$ cat config.mk
export PLATFORM = sky130hd
export DESIGN_NAME = mux_n_skid
export DESIGN_NICKNAME = d
export VERILOG_FILES = /design/src/rtl/mux_n_skid.sv
export SDC_FILE = /design/constraint.sdc
export NUM_CORES = 1
export LEC_CHECK = 0
export CORE_MARGIN = 8
export CORE_UTILIZATION = 44
export DETAILED_ROUTE_END_ITERATION = 10
export PLACE_DENSITY_LB_ADDON = 0.1
export SLEW_MARGIN = 20
export SYNTH_ARGS = -nofsm -noshare
export SYNTH_HDL_FRONTEND = slang
export SYNTH_SLANG_ARGS = --single-unit
$ cat constraint.sdc
create_clock -name clk -period 1.7 [get_ports clk]
set_input_delay 0.51 -clock clk [delete_from_list [all_inputs] [get_ports clk]]
set_output_delay 0.51 -clock clk [all_outputs]
set_load 0.005 [all_outputs]
$ cat src/rtl/mux_n_skid.sv
// N-way select into a 2-entry skid buffer; 1-cycle latency from accept to out_valid.
// in_ready comes only from registered state, so out_ready never reaches it combinationally.
module mux_n_skid #(
  parameter int DATA_W = 16,
  parameter int N_IN   = 4,
  parameter int SEL_W  = 2
) (
  input  logic                   clk,
  input  logic                   arst_n,
  input  logic [N_IN*DATA_W-1:0] in_data,
  input  logic [SEL_W-1:0]       in_sel,
  input  logic                   in_valid,
  output logic                   in_ready,
  input  logic                   flush,
  output logic [DATA_W-1:0]      out_data,
  output logic                   out_sel_oor,
  output logic                   out_valid,
  input  logic                   out_ready
);

  if ((2 ** SEL_W) < N_IN) begin : g_bad_sel_w
    $error("mux_n_skid: SEL_W too narrow for N_IN");
  end
  if ((N_IN < 2) || (N_IN > 16)) begin : g_bad_n_in
    $error("mux_n_skid: N_IN must be within 2..16");
  end

  // One extra bit so N_IN is representable even when 2**SEL_W == N_IN.
  localparam logic [SEL_W:0] N_IN_L = (SEL_W + 1)'(N_IN);

  typedef enum logic [1:0] {
    EMPTY = 2'd0,
    ONE   = 2'd1,
    FULL  = 2'd2
  } state_t;

  state_t              state_q, state_d;
  logic [DATA_W-1:0]   main_dat_q, main_dat_d;
  logic                main_oor_q, main_oor_d;
  logic [DATA_W-1:0]   skid_dat_q, skid_dat_d;
  logic                skid_oor_q, skid_oor_d;

  logic [DATA_W-1:0]   sel_dat;
  logic                sel_oor;
  logic                accept;
  logic                drain;

  // Out-of-range selects fall through to the last input.
  always_comb begin
    sel_oor = ({1'b0, in_sel} >= N_IN_L);
    sel_dat = in_data[(N_IN-1)*DATA_W +: DATA_W];
    for (int k = 0; k < N_IN - 1; k++) begin
      if (in_sel == SEL_W'(k)) begin
        sel_dat = in_data[k*DATA_W +: DATA_W];
      end
    end
  end

  assign out_valid   = (state_q != EMPTY);
  assign in_ready    = (state_q != FULL);
  assign out_data    = main_dat_q;
  assign out_sel_oor = main_oor_q;

  assign accept = in_valid && in_ready;
  assign drain  = out_valid && out_ready;

  always_comb begin
    state_d    = state_q;
    main_dat_d = main_dat_q;
    main_oor_d = main_oor_q;
    skid_dat_d = skid_dat_q;
    skid_oor_d = skid_oor_q;
    if (flush) begin
      state_d = EMPTY;
    end else begin
      case (state_q)
        EMPTY: begin
          if (accept) begin
            state_d    = ONE;
            main_dat_d = sel_dat;
            main_oor_d = sel_oor;
          end
        end
        ONE: begin
          if (accept && drain) begin
            main_dat_d = sel_dat;
            main_oor_d = sel_oor;
          end else if (accept) begin
            state_d    = FULL;
            skid_dat_d = sel_dat;
            skid_oor_d = sel_oor;
          end else if (drain) begin
            state_d = EMPTY;
          end
        end
        FULL: begin
          if (drain) begin
            state_d    = ONE;
            main_dat_d = skid_dat_q;
            main_oor_d = skid_oor_q;
          end
        end
        default: state_d = EMPTY;
      endcase
    end
  end

  always_ff @(posedge clk or negedge arst_n) begin
    if (!arst_n) begin
      state_q    <= EMPTY;
      main_dat_q <= '0;
      main_oor_q <= 1'b0;
      skid_dat_q <= '0;
      skid_oor_q <= 1'b0;
    end else begin
      state_q    <= state_d;
      main_dat_q <= main_dat_d;
      main_oor_q <= main_oor_d;
      skid_dat_q <= skid_dat_d;
      skid_oor_q <= skid_oor_d;
    end
  end

endmodule

After elaboration in Yosys (flattened, before gate mapping)
Cells that the tools add are included.

cells by class
  equality and inequality tests = 12
  bitwise operators = 2
  reduce and logical (&&, ||, !) cells = 10
  multiplexer cells = 18

operators by type and width
  cell                                           number
  2-to-1 mux 16 bit                              6
  case mux 16 bit (3 select lines)               1
  2-to-1 mux 2 bit                               6
  inequality test 3 bit, second input constant   3
  inequality test 2 bit, second input constant   4
  AND reduction 4 bit                            2
  case mux 2 bit (3 select lines)                1
  AND reduction 5 bit                            1
  == test 2 x 1 -> 1 bit, second input constant  2
  == test 2 bit, second input constant           2
  zero test 2 bit                                2
  inequality test 4 bit, second input constant   1
  logical AND 1 bit                              3
  2-to-1 mux 1 bit                               3
  case mux 1 bit (3 select lines)                1
  nonzero test 3 bit                             1
  NOT 1 bit                                      2
  nonzero test 2 bit                             1

word-level totals
  bits in registers = 35
  logic and storage cells = 46

Logic depth before layout (Yosys ltp)
  depth in word-level cells = 7
  depth in mapped cells = 8
  depth with buffers taken out = 5

Worst setup path before layout
Ideal clock, no wire load.

  path kind = input to register
  start point = input in_sel[1]
  end point = register main_dat_q[0] (netlist: out_data[0])
  path buffers = 3
  setup slack = 45 ps
  stages = 6
  required time = 1575 ps
  arrival = 1530 ps
  setup time = 125 ps
  cell sequence = clkbuf_1 -> nand2b_2 -> buf_6 -> buf_8 -> o221ai_1 -> mux2_4

between the ends
  word-level cells in the longest chain between the ends = 6
  elaborated cells on any way between the ends = 9
  those cells by class = eq/ne (2); mux (6); reduce/logical (1)

RTL lines
  item                                  RTL line  text
  start, declared                       11        input logic [SEL_W-1:0] in_sel,
  zero test 2 bit                       53        if (in_sel == SEL_W'(k)) begin
  2-to-1 mux 16 bit (2 in series)       53
  2-to-1 mux 16 bit (*)                 53
  2-to-1 mux 16 bit (on tied branches)  85, 78
  case mux 16 bit (3 select lines) (*)  76        case (state_q)
  end signal, assigned                  117       main_dat_q <= main_dat_d;
  end, declared                         38        logic [DATA_W-1:0] main_dat_q, main_dat_d;

Every way passes the cells marked *; elsewhere a longest branch is shown, timed or not. The select of a mux whose other input is x is not followed.
A chain may end at the register's enable or synchronous reset.

Worst setup path after layout
  start point = register state_q[1]
  end point = register main_dat_q[4] (netlist: out_data[4])

between the ends
  word-level cells in the longest chain between the ends = 5
  elaborated cells on any way between the ends = 14
  those cells by class = eq/ne (6); mux (1); reduce/logical (7)

RTL lines
  item                                                         RTL line  text
  start, declared                                              37        state_t state_q, state_d;
  start signal, assigned                                       116       state_q <= state_d;
  inequality test 2 bit or nonzero test 2 bit (tied branches)  60, 59
  logical AND 1 bit (on tied branches)                         64, 65
  logical AND 1 bit                                            85        if (accept && drain) begin
  inequality test 2 bit (no source line)                       n/a
  AND reduction 5 bit (no source line)                         n/a

Parallel ways exist; a longest one is shown, timed or not.

==> flow_summary.ini <==
[detailed_routing]
wl_um = 6220
vias = 1864
met1_length_um = 2480
first_pass_iters = 4
drtIter0Drc = 54
wl_met2_um = 3250
drc = 0
wl_per_cell_um = 16.8
wl_met3_um = 415
dr.max_layer_used = met4
antenna_left = 0
viasPerCell = 5.02

[yosys]
synth_ff_type = dfrtp_1
ys_seq_area_share_pct = 38.0
syn_avg_cell_area_um2 = 11.4
yosysWarnings = 0
synthCells = 196
synth_top_cell_area_share_pct = 38.0
synth_area_mm2 = 0.00224
synth_common_cells = mux2i_1 (48), dfrtp_1 (34), mux2_2 (22)
ys_seq_elements = 34
ys_types = 28
synth-edff-count = 0
yosysMostFrequentCell = mux2i_1
async_reset_ff_share_pct = 100
synth_nets = 267
yosys.area.top_type = dfrtp_1
ys_top_cells_by_area = dfrtp_1 (38%), mux2i_1 (21%), mux2_2 (11%)

[setup_path]
worstSetupPathType = reg -> reg
cp-end-kind = register
cp-startpoint = state_q[1]
worstPathRequired_ns = 1.87
path_max_fanout = 8
r2r_start = state_q[1]
cp.arrival_ns = 1.86
cp-start-kind = register

[sta]
skew_ns = 0.00244
fin_tns_setup_ns = 0
hold_viol = 0
timing.final.crit_share_pct = 99.4
rsz0062_at_grt = true
clock.fmax_mhz = 592
slew_viol_final = 0
period_needed_ns = 1.69
setup_viol = 0

[floorplanning]
core.rowCount = 26
dieArea_mm2 = 0.00763
die_width_um = 87.4
core_area_mm2 = 0.00501
fp.dieH_um = 87.4
initial_utilization_pct = 44.7
io_pins = 90

[cells_and_area]
drive_above_1_share_pct = 24.9
fin_nets = 372
num_antenna_cells = 0
area.growth.synth_to_final_pct = 55.1

[pwr]
p_per_area_mw_per_mm2 = 774
total_power_mw = 2.69
peakVddDrop_uv = 591
p_leak_nw = 1.59

[clocking]
worstSkewPairLatency_ns = 0.28
cts_tree = done
clock_sinks = 34
holdBufCountCts = 0
clockBufferDepth = 2
cts_htree_levels = 2
cts_root_buf = clkbuf_8
clkSlewWorstSetupHoldPaths_ns = 0.06
cts_buffers = 5

[placement]
detailed_place_hpwl_um = 4620
portBuffers = 88
gp_congestion = 0.829

[run]
max-cap-violations = 0

[global_routing]
grt_pass1_vias = 2083
grt.overflow.total = 0
antenna_found_initial = 0
grt_max_degree = 35
grt_pass1_wl_um = 9740
grt_use_total_pct = 16.4

[hold_path]
hold_class = in -> async

[outcome]
status = completed
==> cells in the final DEF, fill, tap and decap left out, types with 2 or more instances in the layout <==
master	Yosys	layout
clkdlybuf4s50_1	0	75
mux2i_1	48	47
dfrtp_1	34	34
buf_4	4	18
nand2_1	18	17
o221ai_1	16	16
mux2_4	10	16
inv_1	16	16
mux2_2	22	16
dlymetal6s2s_1	0	6
clkbuf_8	0	5
dlygate4sd2_1	0	4
buf_12	0	4
nand2_2	1	2
a21oi_1	2	2
clkbuf_1	2	2
buf_2	3	2
buf_6	5	2
==> stage by stage <==
step                hold WS, ns  util, %  instance area [um^2]  std cells  worst slack [ns]
floorplan                 0.214        -                  2240        196            0.0445
global placement          0.499     65.9                  3300        362            -0.351
detailed placement        0.496     65.9                  3300        362            -0.398
CTS                       0.264     68.1                  3410        370          -0.00372
global route              0.301     69.4                  3470        371           -0.0496
finish                    0.258     69.4                  3470        371           0.00975
==> sequential cells by signal (all words and copies together), names as in the netlist <==
register,cells
out_data,16
skid_dat_q,16
state_q,2
==> layer usage <==
metal  vias to the layer above  global-route usage (%)
li1                        909                       -
met4                         0                    4.84
met3                         6                    5.09
met5                         -                       0
met1                       895                    17.6
met2                        54                    29.7
==> worst max-delay path: stages, from the launching register on <==
cell	delay [ns]
dfrtp_1	0.40
buf_6	0.12
and2b_1	0.22
nand2_2	0.07
a21oi_4	0.27
buf_12	0.18
mux2_4	0.30
==> final cells by class <==
type                       instances  area (um^2)
clock buffer                       7         76.3
fill                             410         1540
inverter                          17         66.3
multi-input combinational        130         1250
sequential                        34          851
tap                               70         87.6
timing repair buffer             113         1140
==> final timing paths <==
kind / endpoint / slack (ns) / depth (start not counted)
worst max-delay path: out_data[4] / 0.01 / 6
max in group asynchronous: skid_dat_q[8] / 1.14 / 2
worst min-delay path: out_data[10] / 0.26 / 2
worst min register to register: out_data[11] / 0.51 / 1
worst max register to register: out_data[4] / 0.01 / 6
min in group clk: out_data[11] / 0.51 / 1
==> what timing repair did <==
| item | 4_1_cts | 5_1_grt |
|---|---|---|
| setup buffers | 0 | 1 |
| setup endpoints to repair | 35 | 35 |
| pin swaps | 1 | 2 |
| gates cloned | 1 | 0 |
| resized for setup | 9 | 18 |
==> logic make-up after synthesis <==
logic type	Yosys count	share of synthesized area [%]
flip-flops	34	38.0
AND/OR/NAND/NOR	28	6.03
AO/OA/AOI/OAI	21	8.15
multiplexers	80	39.2
other	1	0.167
buffers and inverters	32	8.49
==> report_power, final <==
group	leakage, nW	total, mW	switching [mW]	internal, mW
Combinational	1.15	0.981	0.341	0.641
Sequential	0.395	1.16	0.128	1.03
Clock	0.0383	0.547	0.265	0.281
(Power assumes the default switching activity.)
